$ cat src/rtl/uart_fifo_pkg.sv
// Shared types and helpers for the UART FIFO controller.
package uart_fifo_pkg;

   typedef enum logic [2:0] {
      IDLE    = 3'd0,
      RD      = 3'd1,
      WAIT_D  = 3'd2,
      LOAD    = 3'd3,
      WAIT_TI = 3'd4,
      GAP     = 3'd5
   } rd_state_e;

   localparam int unsigned CNT_W_DEF = 16;
   localparam int unsigned SAT_W     = 32;

   // Increment that sticks at the all-ones value of a counter `width` bits wide.
   function automatic logic [SAT_W-1:0] sat_inc(input logic [SAT_W-1:0] val,
                                                input int unsigned     width);
      logic [SAT_W-1:0] max_v;
      max_v = (width >= SAT_W) ? '1 : ((SAT_W'(1) << width) - SAT_W'(1));
      return (val >= max_v) ? max_v : val + SAT_W'(1);
   endfunction

endpackage

$ cat src/rtl/uart_fifo_wr_capture.sv
// Write-side capture: turns user requests into FIFO write increments and
// accounts for requests dropped because the FIFO was full.
module uart_fifo_wr_capture
   import uart_fifo_pkg::*;
#(
   parameter int unsigned EN_MODE = 0,
   parameter int unsigned CNT_W   = CNT_W_DEF
) (
   input  logic             clock,
   input  logic             rst,
   input  logic             en,
   input  logic             full,
   input  logic             clr_stat,
   output logic             winc,
   output logic             ovf_sticky,
   output logic [CNT_W-1:0] drop_cnt
);

   logic             en_q;
   logic             winc_q, winc_d;
   logic             ovf_q, ovf_d;
   logic [CNT_W-1:0] drop_q, drop_d;
   logic             req;
   logic             drop_ev;

   // Request qualification; a clear lands first so a same-cycle drop still counts.
   always_comb begin
      req     = (EN_MODE != 0) ? en : (en & ~en_q);
      drop_ev = req & full;
      winc_d  = req & ~full;
      drop_d  = drop_q;
      ovf_d   = ovf_q;
      if (clr_stat) begin
         drop_d = drop_ev ? CNT_W'(1) : '0;
         ovf_d  = drop_ev;
      end else if (drop_ev) begin
         drop_d = CNT_W'(sat_inc(SAT_W'(drop_q), CNT_W));
         ovf_d  = 1'b1;
      end
   end

   // History starts high so an en held through reset is not seen as an edge.
   always_ff @(posedge clock) begin
      if (rst) begin
         en_q   <= 1'b1;
         winc_q <= 1'b0;
         ovf_q  <= 1'b0;
         drop_q <= '0;
      end else begin
         en_q   <= en;
         winc_q <= winc_d;
         ovf_q  <= ovf_d;
         drop_q <= drop_d;
      end
   end

   assign winc       = winc_q;
   assign ovf_sticky = ovf_q;
   assign drop_cnt   = drop_q;

endmodule

$ cat src/rtl/uart_fifo_ctrl.sv
// UART FIFO controller: write capture plus the read/transmit sequencer that
// drains the FIFO into the UART transmitter.
//
//   state   | meaning
//   --------+------------------------------------------------------------
//   IDLE    | waiting for data (empty=0) and tx_enable
//   RD      | rinc pulse, pops one word
//   WAIT_D  | RD_LAT cycles of FIFO read latency
//   LOAD    | WR pulse, UART samples rdata
//   WAIT_TI | waiting for TI, bounded by TI_TIMEOUT counted from the WR cycle
//   GAP     | GAP_CYC idle cycles between frames
module uart_fifo_ctrl
   import uart_fifo_pkg::*;
#(
   parameter int unsigned EN_MODE    = 0,
   parameter int unsigned RD_LAT     = 1,
   parameter int unsigned GAP_CYC    = 0,
   parameter int unsigned TI_TIMEOUT = 1_000_000,
   parameter int unsigned CNT_W      = CNT_W_DEF
) (
   input  logic             clock,
   input  logic             rst,
   input  logic             en,
   input  logic             full,
   input  logic             empty,
   input  logic             TI,
   input  logic             tx_enable,
   input  logic             clr_stat,
   output logic             winc,
   output logic             rinc,
   output logic             WR,
   output logic             busy,
   output logic             ovf_sticky,
   output logic             to_sticky,
   output logic [CNT_W-1:0] drop_cnt,
   output logic [CNT_W-1:0] tx_cnt
);

   rd_state_e        state_q, state_d;
   logic [31:0]      dly_q, dly_d;
   logic [31:0]      tmo_q, tmo_d;
   logic             tx_ev, to_ev;
   logic             to_q, to_d;
   logic [CNT_W-1:0] tx_q, tx_d;

   uart_fifo_wr_capture #(
      .EN_MODE (EN_MODE),
      .CNT_W   (CNT_W)
   ) u_wr_capture (
      .clock      (clock),
      .rst        (rst),
      .en         (en),
      .full       (full),
      .clr_stat   (clr_stat),
      .winc       (winc),
      .ovf_sticky (ovf_sticky),
      .drop_cnt   (drop_cnt)
   );

   // Next state; tmo runs from the LOAD cycle so it equals cycles since WR.
   always_comb begin
      state_d = state_q;
      dly_d   = '0;
      tmo_d   = '0;
      tx_ev   = 1'b0;
      to_ev   = 1'b0;
      case (state_q)
         IDLE: begin
            if (!empty && tx_enable) state_d = RD;
         end
         RD: begin
            state_d = WAIT_D;
         end
         WAIT_D: begin
            if (dly_q == RD_LAT - 32'd1) state_d = LOAD;
            else                         dly_d   = dly_q + 32'd1;
         end
         LOAD: begin
            state_d = WAIT_TI;
            tmo_d   = tmo_q + 32'd1;
         end
         WAIT_TI: begin
            tmo_d = tmo_q + 32'd1;
            if (TI)                                          tx_ev = 1'b1;
            else if ((TI_TIMEOUT != 0) && (tmo_d >= TI_TIMEOUT)) to_ev = 1'b1;
            if (tx_ev || to_ev) state_d = (GAP_CYC == 0) ? IDLE : GAP;
         end
         GAP: begin
            if (dly_q == GAP_CYC - 32'd1) state_d = IDLE;
            else                          dly_d   = dly_q + 32'd1;
         end
         default: state_d = IDLE;
      endcase
   end

   // Transmit statistics; a clear lands first so a same-cycle event still counts.
   always_comb begin
      tx_d = tx_q;
      to_d = to_q;
      if (clr_stat) begin
         tx_d = tx_ev ? CNT_W'(1) : '0;
         to_d = to_ev;
      end else begin
         if (tx_ev) tx_d = CNT_W'(sat_inc(SAT_W'(tx_q), CNT_W));
         if (to_ev) to_d = 1'b1;
      end
   end

   // State, delay/timeout counters and statistics registers.
   always_ff @(posedge clock) begin
      if (rst) begin
         state_q <= IDLE;
         dly_q   <= '0;
         tmo_q   <= '0;
         tx_q    <= '0;
         to_q    <= 1'b0;
      end else begin
         state_q <= state_d;
         dly_q   <= dly_d;
         tmo_q   <= tmo_d;
         tx_q    <= tx_d;
         to_q    <= to_d;
      end
   end

   assign rinc      = (state_q == RD);
   assign WR        = (state_q == LOAD);
   assign busy      = (state_q != IDLE);
   assign to_sticky = to_q;
   assign tx_cnt    = tx_q;

endmodule

$ cat config.mk
export PLATFORM = sky130hd
export DESIGN_NAME = uart_fifo_ctrl
export DESIGN_NICKNAME = d
export VERILOG_FILES = /design/src/rtl/uart_fifo_pkg.sv /design/src/rtl/uart_fifo_wr_capture.sv /design/src/rtl/uart_fifo_ctrl.sv
export SDC_FILE = /design/constraint.sdc
export NUM_CORES = 1
export LEC_CHECK = 0
export ABC_AREA = 1
export ABC_CLOCK_PERIOD_IN_PS = 2700
export BUFFER_PORTS_ARGS = -buffer_cell sky130_fd_sc_hd__buf_4
export CAP_MARGIN = 5
export CORE_MARGIN = 5
export CORE_UTILIZATION = 60
export DETAILED_ROUTE_END_ITERATION = 8
export GPL_TIMING_DRIVEN = 0
export PLACE_DENSITY = 0.8
export SLEW_MARGIN = 0
export SYNTH_ARGS = -nofsm -noshare
export SYNTH_HDL_FRONTEND = slang
export SYNTH_SLANG_ARGS = --single-unit
export TNS_END_PERCENT = 50
$ cat constraint.sdc
create_clock -name clock -period 2.7 [get_ports clock]
set_input_delay 0.54 -clock clock [delete_from_list [all_inputs] [get_ports clock]]
set_output_delay 0.54 -clock clock [all_outputs]
set_load 0.005 [all_outputs]
==> qor.yml <==
status: "finished clean"
clock_latency_ns: 0.36
period_minus_slack_ns: 2.261
coreArea_um2: 9284
min_period_over_period_pct: 83.76
fmax_mhz: 442.2
grt_pass1_wl_mm: 22.98
syn_to_final_growth_pct: 12.18
hpwl_mm: 10.47
place_ws_ns: 0.4808
seqPwrFrac_pct: 54.6
max_slew_margin_pct: 60.27
ys_seq_area_share_pct: 35.90
criticalPathCategory: "flop to flop"
drive_gt1_share_pct: 13.56
synth-seq-cells: 103
grt_use_total_pct: 23.96
grt_pass1_vias: 5169
slew_viol_final: 0
syn_area_um2: 5744
vias: 5563
startpoint_type: "flop"
finish.utilization_pct: 69.41
synth_commonest_cells: "225 x nand2_1, 118 x nor2_1, 103 x dfxtp_1"
avgSynthCellArea_um2: 6.782
synthFlopType: "dfxtp_1"
critPathCaptureType: "flop"
drc_errors: 0
power.density_nw_per_um2: 447.0
switching_share_pct: 26.39
hp-start: "full"
die_h_um: 107.8
p_leak_nw: 2.381
synth.distinct_cells: 39
clockBufferDepth: 2
r2r_end: "tx_cnt[7]"
vias_per_cell: 5.370
clkTransAtPathRegs_ns: 0.10
num_rows: 35
synth.area.top_cells: "dfxtp_1 36%, nand2_1 15%, nor2_1 7.7%"
tightest_slew_ns: 0.5960
r2r_cells: 10
skew_ns: 0.01342
clkPwrFrac_pct: 34.9
n_antenna_cell: 0
ant_nets: 0
routed_wl_mm: 13.58
hold_viol: 0
crit_required_ns: 2.99
wl_per_cell_um: 13.10
dpl_cell_area_um2: 6236
reg2reg_slack_ns: 0.44
intPower_w: 0.002121
synthCells: 847
final_nets: 916
place_congestion: 0.9328
hp-class: "input port to flop"
drv_cap: 0
cts_setup_buffers: 0
yosysTopAreaCell: "dfxtp_1"
overflow: 0
synth.most_common_cell: "nand2_1"
critPathArrivalTime_ns: 2.55
async_flop_share_pct: 0
post_cts_resized: 0
yosysWarnings: 0
cts_sinks: 103
dr.pass1.iters: 6
fin_ws_ns: 0.4386
cts_buffers: 9
ctsRootBufferMaster: "clkbuf_8"
postCtsHoldBufs: 0
min_path_cells: 2
p_comb_share_pct: 10.5
setup-tns-final_ns: 0
io_buffers: 44
fin_area_um2: 6444
ios: 46
cts_tree: "built"
setup_viol: 0
worstPathMaxFanout: 10
rsz0062_at_grt: "no"
dieArea_um2: 11630
synth_enable_flop_cells: 0
ir_worst_vdd_uv: 372.3
grt_max_degree: 17
holdPathEnd: "u_wr_capture.winc"
synth_nets: 861
drt-initial-drc-count: 313
antenna_found_initial: 0
rr_startpoint: "tx_cnt[0]"
p_sw_w: 0.0007601
synth.top_cell.area_share_pct: 35.90
start_util_pct: 61.87
die_w_um: 107.8
finalPower_w: 0.002881
cts_max_level: 3
## layout by cell type, fill, tap and decap left out, drive strengths merged, types with 3 or more instances in the layout
cell / n
a21oi: 53
a31oi: 3
buf: 49
clkbuf: 21
clkinv: 3
dfxtp: 103
ha: 6
inv: 92
nand2: 237
nand3: 45
nand3b: 10
nand4: 16
nor2: 142
nor3: 22
nor3b: 4
nor4: 19
o211ai: 3
o21ai: 26
or2: 4
xnor2: 16
xor2: 29
## cell type report
cell class | count | area, um^2
well taps | 129 | 161.4
clock inverters | 5 | 56.30
fillers | 802 | 2840
clock buffers | 11 | 151.4
inverters | 92 | 345.3
plain buffers | 15 | 70.07
flip-flops and latches | 103 | 2062
multi-input cells | 637 | 3267
repair buffers | 44 | 330.3
## state kept, by name, summed over array words and instances, names as in the netlist
| name | count |
|---|---|
| state_q | 3 |
| u_wr_capture.drop_cnt | 16 |
| dly_q | 32 |
| u_wr_capture.en_q | 1 |
| tmo_q | 32 |
| to_sticky | 1 |
| u_wr_capture.ovf_sticky | 1 |
| u_wr_capture.winc | 1 |
| tx_cnt | 16 |
## metal layers
metal / wire length, um / global-route usage, %
met3: 855 / 3.119
met4: 210 / 7.574
met2: 6489 / 40.81
met5: 0 / 0
met1: 6021 / 31.40
## how the worst max path moves through the flow
stage | start | end | slack, ns | cells after the start
2_1_floorplan | tmo_q[0] | state_q[0] | 0.84 | 14
3_3_place_gp | dly_q[0] | dly_q[19] | 0.56 | 13
3_5_place_dp | dly_q[0] | dly_q[21] | 0.48 | 13
4_1_cts | dly_q[0] | dly_q[21] | 0.46 | 13
5_1_grt | tx_cnt[0] | tx_cnt[7] | 0.17 | 10
6_report | tx_cnt[0] | tx_cnt[7] | 0.44 | 10
## worst max-delay path: stages, from the launching register on
cell and delay (ns):
dfxtp_1 0.46, ha_1 0.23, nand3_1 0.14, nor3_2 0.24, nand3_1 0.21, nor2_1 0.21, inv_1 0.06, nor2_1 0.14
buf_2 0.22, o21ai_0 0.12, a21oi_1 0.16
## through the flow
step	hold slack, ns	instances
after floorplan	0.3994	847
after global placement	0.4029	1020
after detailed placement	0.4218	1020
after CTS	0.3534	1036
after global routing	0.3557	1036
final	0.3590	1036
## logic make-up (layout without fill, tap and decap cells)
family	count (synthesis)	count (layout)	synth area share [%]
and+or+nand+nor	500	500	40.75
buffers and inverters	107	167	7.232
xor gates and xnor gates	45	45	6.992
adders and majority gates	6	6	1.307
AOI/OAI and AO/OA	86	86	7.820
DFF	103	103	35.90
## power by group through the flow
stage          clock (W)  sequential (W)  combinational (W)
2_1_floorplan          0         0.00160           0.000186
3_3_place_gp           0         0.00160           0.000289
3_5_place_dp           0         0.00161           0.000298
4_1_cts          0.00102         0.00157           0.000300
5_1_grt          0.00108         0.00158           0.000336
6_report         0.00101         0.00157           0.000303
No activity file was read; power rests on OpenSTA's default activity.
